==> config.mk <==
export PLATFORM = sky130hd
export DESIGN_NAME = mo_mul_pipe
export DESIGN_NICKNAME = d
export VERILOG_FILES = /design/src/rtl/mo_mul_pkg.sv /design/src/rtl/mo_mul_iter.sv /design/src/rtl/mo_mul_pipe.sv
export SDC_FILE = /design/constraint.sdc
export NUM_CORES = 1
export LEC_CHECK = 0
export CAP_MARGIN = 20
export CORE_MARGIN = 2
export CORE_UTILIZATION = 55
export DETAILED_ROUTE_END_ITERATION = 16
export DONT_BUFFER_PORTS = 1
export GPL_ROUTABILITY_DRIVEN = 0
export PLACE_DENSITY = 0.77
export SLEW_MARGIN = 20
export SYNTH_ARGS = -nofsm -noshare
export SYNTH_HDL_FRONTEND = slang
export SYNTH_SLANG_ARGS = --single-unit
==> constraint.sdc <==
create_clock -name clk -period 33.1 [get_ports clk]
set_clock_uncertainty 0.05 [all_clocks]
set_input_delay 6.62 -clock clk [delete_from_list [all_inputs] [get_ports clk]]
set_output_delay 6.62 -clock clk [all_outputs]
set_load 0.1 [all_outputs]
==> src/rtl/mo_mul_pkg.sv <==
// Shared helpers for the pipelined Montgomery multiplier.
//   mo_q         : modulus Q = Q_K * 2^Q_M + 1
//   mo_lat       : registered latency (capture + W/RADIX_BITS iterations + correction)
//   mo_params_ok : legality of a parameter set, used for elaboration-time checking
package mo_mul_pkg;

  function automatic int unsigned mo_q(input int unsigned q_k, input int unsigned q_m);
    return q_k * (32'd1 << q_m) + 32'd1;
  endfunction

  function automatic int unsigned mo_lat(input int unsigned w, input int unsigned radix_bits);
    return w / radix_bits + 32'd2;
  endfunction

  function automatic bit mo_params_ok(input int unsigned q_m, input int unsigned q_k,
                                      input int unsigned w, input int unsigned radix_bits);
    longint unsigned q;
    q = longint'(mo_q(q_k, q_m));
    return (radix_bits == 1 || radix_bits == 2) && (w % radix_bits == 0) &&
           (q_m >= radix_bits) && (q < (64'd1 << w));
  endfunction

endpackage

==> src/rtl/mo_mul_iter.sv <==
// One radix-2^RADIX_BITS Montgomery iteration for a single lane, purely combinational.
//   s_i      : running partial result S (S < 2Q)
//   a_i      : multiplicand a
//   d_i      : current digit of b
//   s_next_o : (S + d*a + m*Q) / 2^RADIX_BITS with m chosen to make the division exact
module mo_mul_iter #(
  parameter int unsigned W          = 12,
  parameter int unsigned RADIX_BITS = 1,
  parameter int unsigned Q          = 3329
) (
  input  logic [W:0]            s_i,
  input  logic [W-1:0]          a_i,
  input  logic [RADIX_BITS-1:0] d_i,
  output logic [W:0]            s_next_o
);

  // Wide enough for S + d*a + m*Q < 2^(RADIX_BITS+1) * Q.
  localparam int unsigned TW = W + RADIX_BITS + 1;

  logic [TW-1:0]         t;
  logic [TW-1:0]         mq;
  logic [TW-1:0]         sum;
  logic [RADIX_BITS-1:0] m;

  always_comb begin
    t        = TW'(s_i) + TW'(d_i) * TW'(a_i);
    // Q is 1 mod 2^RADIX_BITS, so -Q^-1 mod 2^RADIX_BITS is -1 and m is just -T.
    m        = -t[RADIX_BITS-1:0];
    mq       = TW'(m) * TW'(Q);
    sum      = t + mq;
    s_next_o = (W+1)'(sum >> RADIX_BITS);
  end

endmodule

==> src/rtl/mo_mul_pipe.sv <==
// Fully pipelined multi-lane Montgomery multiplier: out = a*b*2^-W mod Q, in 0..Q-1.
//   clk, rst             : clock and synchronous active-high reset
//   in_valid/in_ready    : operand handshake; in_ready depends only on out_valid/out_ready
//   in_a, in_b           : per-lane operands, lane i at [i*W +: W], each < Q
//   in_tag               : sideband returned with the result
//   out_valid/out_ready  : result handshake; a stalled output freezes the whole pipe
//   out_result, out_tag  : per-lane results and the matching tag
module mo_mul_pipe
  import mo_mul_pkg::*;
#(
  parameter int unsigned Q_M        = 8,
  parameter int unsigned Q_K        = 13,
  parameter int unsigned W          = 12,
  parameter int unsigned RADIX_BITS = 1,
  parameter int unsigned LANES      = 1,
  parameter int unsigned TAG_W      = 4
) (
  input  logic               clk,
  input  logic               rst,
  input  logic               in_valid,
  output logic               in_ready,
  input  logic [LANES*W-1:0] in_a,
  input  logic [LANES*W-1:0] in_b,
  input  logic [TAG_W-1:0]   in_tag,
  output logic               out_valid,
  input  logic               out_ready,
  output logic [LANES*W-1:0] out_result,
  output logic [TAG_W-1:0]   out_tag
);

  localparam int unsigned Q     = mo_q(Q_K, Q_M);
  localparam int unsigned Lat   = mo_lat(W, RADIX_BITS);
  localparam int unsigned NIter = Lat - 2;

  if (!mo_params_ok(Q_M, Q_K, W, RADIX_BITS)) begin : gen_param_err
    $error("mo_mul_pipe: illegal parameter set (RADIX_BITS, W, Q_M or Q out of range)");
  end

  // Per-lane state of one stage; b is shifted so its low digit is always the next one.
  typedef struct packed {
    logic [W:0]   s;
    logic [W-1:0] a;
    logic [W-1:0] b;
  } lane_state_t;

  // Stage 0 is the input capture, stages 1..NIter hold iteration results.
  lane_state_t        st_q   [NIter+1][LANES];
  lane_state_t        st_d   [NIter+1][LANES];
  logic [TAG_W-1:0]   tag_q  [NIter+1];
  logic [NIter:0]     vld_q;
  logic [W:0]         iter_s [NIter][LANES];

  logic               out_valid_q;
  logic [LANES*W-1:0] out_result_q;
  logic [LANES*W-1:0] result_d;
  logic [TAG_W-1:0]   out_tag_q;
  logic               adv;

  assign adv        = !out_valid_q || out_ready;
  assign in_ready   = adv;
  assign out_valid  = out_valid_q;
  assign out_result = out_result_q;
  assign out_tag    = out_tag_q;

  for (genvar k = 0; k < NIter; k++) begin : gen_stage
    for (genvar l = 0; l < LANES; l++) begin : gen_lane
      mo_mul_iter #(
        .W         (W),
        .RADIX_BITS(RADIX_BITS),
        .Q         (Q)
      ) u_iter (
        .s_i     (st_q[k][l].s),
        .a_i     (st_q[k][l].a),
        .d_i     (st_q[k][l].b[RADIX_BITS-1:0]),
        .s_next_o(iter_s[k][l])
      );
    end
  end

  always_comb begin
    for (int l = 0; l < LANES; l++) begin
      st_d[0][l].s = '0;
      st_d[0][l].a = in_a[l*W +: W];
      st_d[0][l].b = in_b[l*W +: W];
      for (int k = 1; k <= NIter; k++) begin
        st_d[k][l].s = iter_s[k-1][l];
        st_d[k][l].a = st_q[k-1][l].a;
        st_d[k][l].b = st_q[k-1][l].b >> RADIX_BITS;
      end
    end
  end

  // Final conditional subtraction; S < 2Q so one subtraction fully reduces.
  always_comb begin
    result_d = '0;
    for (int l = 0; l < LANES; l++) begin
      if (st_q[NIter][l].s >= (W+1)'(Q)) begin
        result_d[l*W +: W] = W'(st_q[NIter][l].s - (W+1)'(Q));
      end else begin
        result_d[l*W +: W] = W'(st_q[NIter][l].s);
      end
    end
  end

  // Datapath registers carry no reset; their validity is tracked by vld_q.
  always_ff @(posedge clk) begin
    if (adv) begin
      st_q     <= st_d;
      tag_q[0] <= in_tag;
      for (int k = 1; k <= NIter; k++) begin
        tag_q[k] <= tag_q[k-1];
      end
    end
  end

  always_ff @(posedge clk) begin
    if (rst) begin
      vld_q        <= '0;
      out_valid_q  <= 1'b0;
      out_result_q <= '0;
      out_tag_q    <= '0;
    end else if (adv) begin
      vld_q        <= {vld_q[NIter-1:0], in_valid};
      out_valid_q  <= vld_q[NIter];
      out_result_q <= result_d;
      out_tag_q    <= tag_q[NIter];
    end
  end

endmodule
==> results.toml <==
[logic_synthesis]
synth_cells = 2031
async_flop_share = 0
yosysUniqueCellTypes = 87
synth.avg_cell_area_sq_um = 12.2
synth_top_area_cell = "edfxtp_1"
yosys_warnings = 0
synth_nets = 2256
synth_edf_count = 429
synthFlopType = "edfxtp_1"
yosys.area.top_type_share = 0.522
syn_area_sq_um = 24700
yosysSeqAreaShare = 0.546
ys_top_cells_by_area = "edfxtp_1, ha_1, xnor2_1"
ys_seq_elements = 459

[detailed_routing]
drt_first_iter_violations = 1306
ant_nets = 0
vias_per_cell = 5.80
drtPass1Iterations = 5
vias = 15600
totalWireLength_um = 43700
wl_per_cell_um = 16.3
drc = 0

[clock_tree]
cts_root_buf = "clkbuf_16"
hold_buffers = 0
post_cts_buffers = 0
cts-resized-gates = 0
cts_max_path_buffers = 3
clk_latency_ns = 0.58
cts_buffers = 47
clk_pin_slew_ns = 0.06
cts_tree = "yes"
htreeDepth = 2
cts_sinks = 459

[setup_path]
cp.arrival_ns = 7.40
rrSetupSlack_ns = 28.85
r2r-start = "st_q[111]"
reg2reg_depth = 15
startpoint_type = "input port"
path_class = "input port to output port"
crit_buf_inv = 2
path_delay_family = "buffers and inverters"
path_cells = "nor2b_1 > buf_4 > inv_8"
critPathRequiredTime_ns = 26.43
critPathMaxStageDelay_ns = 0.50
r2r_end = "st_q[110]"
cp_max_fo = 89
slowest_stage = "inv_8"
cp-end-kind = "output port"

[min_path]
worstHoldEndpoint = "tag_q[10][3]"
whs_path_depth = 0
min-delay-start = "tag_q[9][3]"
hold_class = "register to register"

[sta]
worstMarginPinSlew_ns = 1.02
final-hold-violation-count = 0
finalCritPeriodShare = 0.425
relSlewSlack = 0.319
max_freq_mhz = 71.1
final.min_clock_period_ns = 14.07
tns_ns = 0
maxSlewViolCount = 0
setup_viol = 0
rsz0062_at_grt = "false"

[global_route]
grt_pass1_wl_um = 72500
gr-usage-met2 = 0.325
antenna_found_initial = 0
grt_start_max_net_pins = 98
grt_usage = 0.188
busiest_layer = "met2"
grt_use_met3 = 0.0251
first_global_vias = 15200
gr-usage-met1 = 0.244
overflow = 0

[final_layout]
final_util = 0.608
drive_above_1_share = 0.0578
final_common_cell = "edfxtp_1"
syn_to_final_growth_pct = 8.89
final_cell_mix = "edfxtp_1, ha_1, and2_1"
finalNetCount = 2282
diodes = 0

[power]
sw_frac_of_total = 0.366
peakVddDrop_mv = 0.0564
power.share.clock = 0.207
internal_power_mw = 1.59
seqPwrFrac = 0.367
power.density_nw_per_um2 = 93.0
p_leak_nw = 10.7
comb_power_share = 0.426
power_switching_uw = 915

[flow_run]
drv_cap = 0

[floorplanning]
num_rows = 77
die-width_um = 216
die_area_sq_um = 46600
die_h_um = 216
io_pins = 50
core_area_sq_um = 44200
start_util = 0.558

[placement]
io_buffer_count = 0
dp_hpwl_um = 31400

[status]
status = "complete, no violations"
-- flip-flops by register name, indices dropped and copies added, names as in the netlist --
register    count
vld_q          13
st_d          210
out_tag         4
st_q          167
out_result     12
out_valid       1
tag_q          52
-- cells by family after synthesis --
logic type,Yosys count,share of synthesized area
and+or+nand+nor,654,0.142
AOI/OAI and AO/OA,401,0.112
buffers and inverters,78,0.0120
xor gates and xnor gates,241,0.0855
adders and majority gates,193,0.101
DFF,459,0.546
muxes,5,0.00208
-- cells in the mapped netlist, types with 12 or more instances --
cell type	number
inv_1	49
a31oi_1	15
ha_1	182
o21ai_0	56
a211oi_1	27
nor2b_1	17
o211ai_1	12
nand2_1	128
or2_2	14
nor3_1	45
a21oi_1	115
o21a_1	21
or3_1	12
nand2b_1	27
and2_1	148
nand3_1	41
dfxtp_1	30
nor2_1	117
xnor2_1	147
clkbuf_1	27
and3_1	35
nand4_1	16
a21o_1	33
xor2_1	94
edfxtp_1	429
-- power by group through the flow --
stage / sequential [mW] / clock, mW / combinational [mW]
floorplan: 0.907 / 0 / 0.871
global placement: 0.928 / 0 / 1.01
detailed placement: 0.931 / 0 / 1.05
CTS: 0.920 / 0.529 / 1.06
global route: 0.930 / 0.551 / 1.20
finish: 0.918 / 0.518 / 1.07
-- per-layer routing --
| metal | share of wire | vias to the layer above |
|---|---|---|
| li1 | - | 7674 |
| met3 | 0.034 | 91 |
| met5 | 0 | - |
| met4 | 0.027 | 0 |
| met1 | 0.44 | 7510 |
| met2 | 0.49 | 292 |
-- stage by stage --
stage / worst slack, ns / std cells / cell area, sq um / power, mW / hold WS, ns
floorplan: 7.12 / 2031 / 24700 / 1.78 / 0.350
global placement: 19.03 / 2600 / 25400 / 1.94 / 0.350
detailed placement: 19.02 / 2600 / 25400 / 1.98 / 0.355
CTS: 19.02 / 2684 / 26900 / 2.51 / 0.351
global route: 18.94 / 2684 / 26900 / 2.68 / 0.364
finish: 19.03 / 2684 / 26900 / 2.50 / 0.361
-- worst max path at each step --
stage          startpoint        to  slack [ns]  cells past startpoint
2_1_floorplan   out_ready  in_ready        7.12                      3
3_3_place_gp    out_ready  in_ready       19.03                      3
3_5_place_dp    out_ready  in_ready       19.02                      3
4_1_cts         out_ready  in_ready       19.02                      3
5_1_grt         out_ready  in_ready       18.94                      3
6_report        out_ready  in_ready       19.03                      3
-- area by class of cell --
cell class,instances,area (sq um)
clock buffer,57,1280
clock inverter,27,233
inverter,49,191
tap,592,741
fill,3330,17300
multi-input combinational,1494,10900
timing repair buffer,6,48.8
sequential,459,13500
-- worst register-to-register path, stage by stage, from the launching register on --
cell and delay, ns:
edfxtp_1 0.60, and2_1 0.19, ha_1 0.18, inv_1 0.06, fa_1 0.40, nand2b_1 0.19
a21oi_1 0.38, o311a_1 0.34, o21ai_0 0.11, nand2b_1 0.12, xor2_1 0.18, ha_1 0.28
a41oi_1 0.30, nand3b_1 0.20, mux2i_1 0.27, nand4bb_1 0.13
No activity file was read; power rests on OpenSTA's default activity.
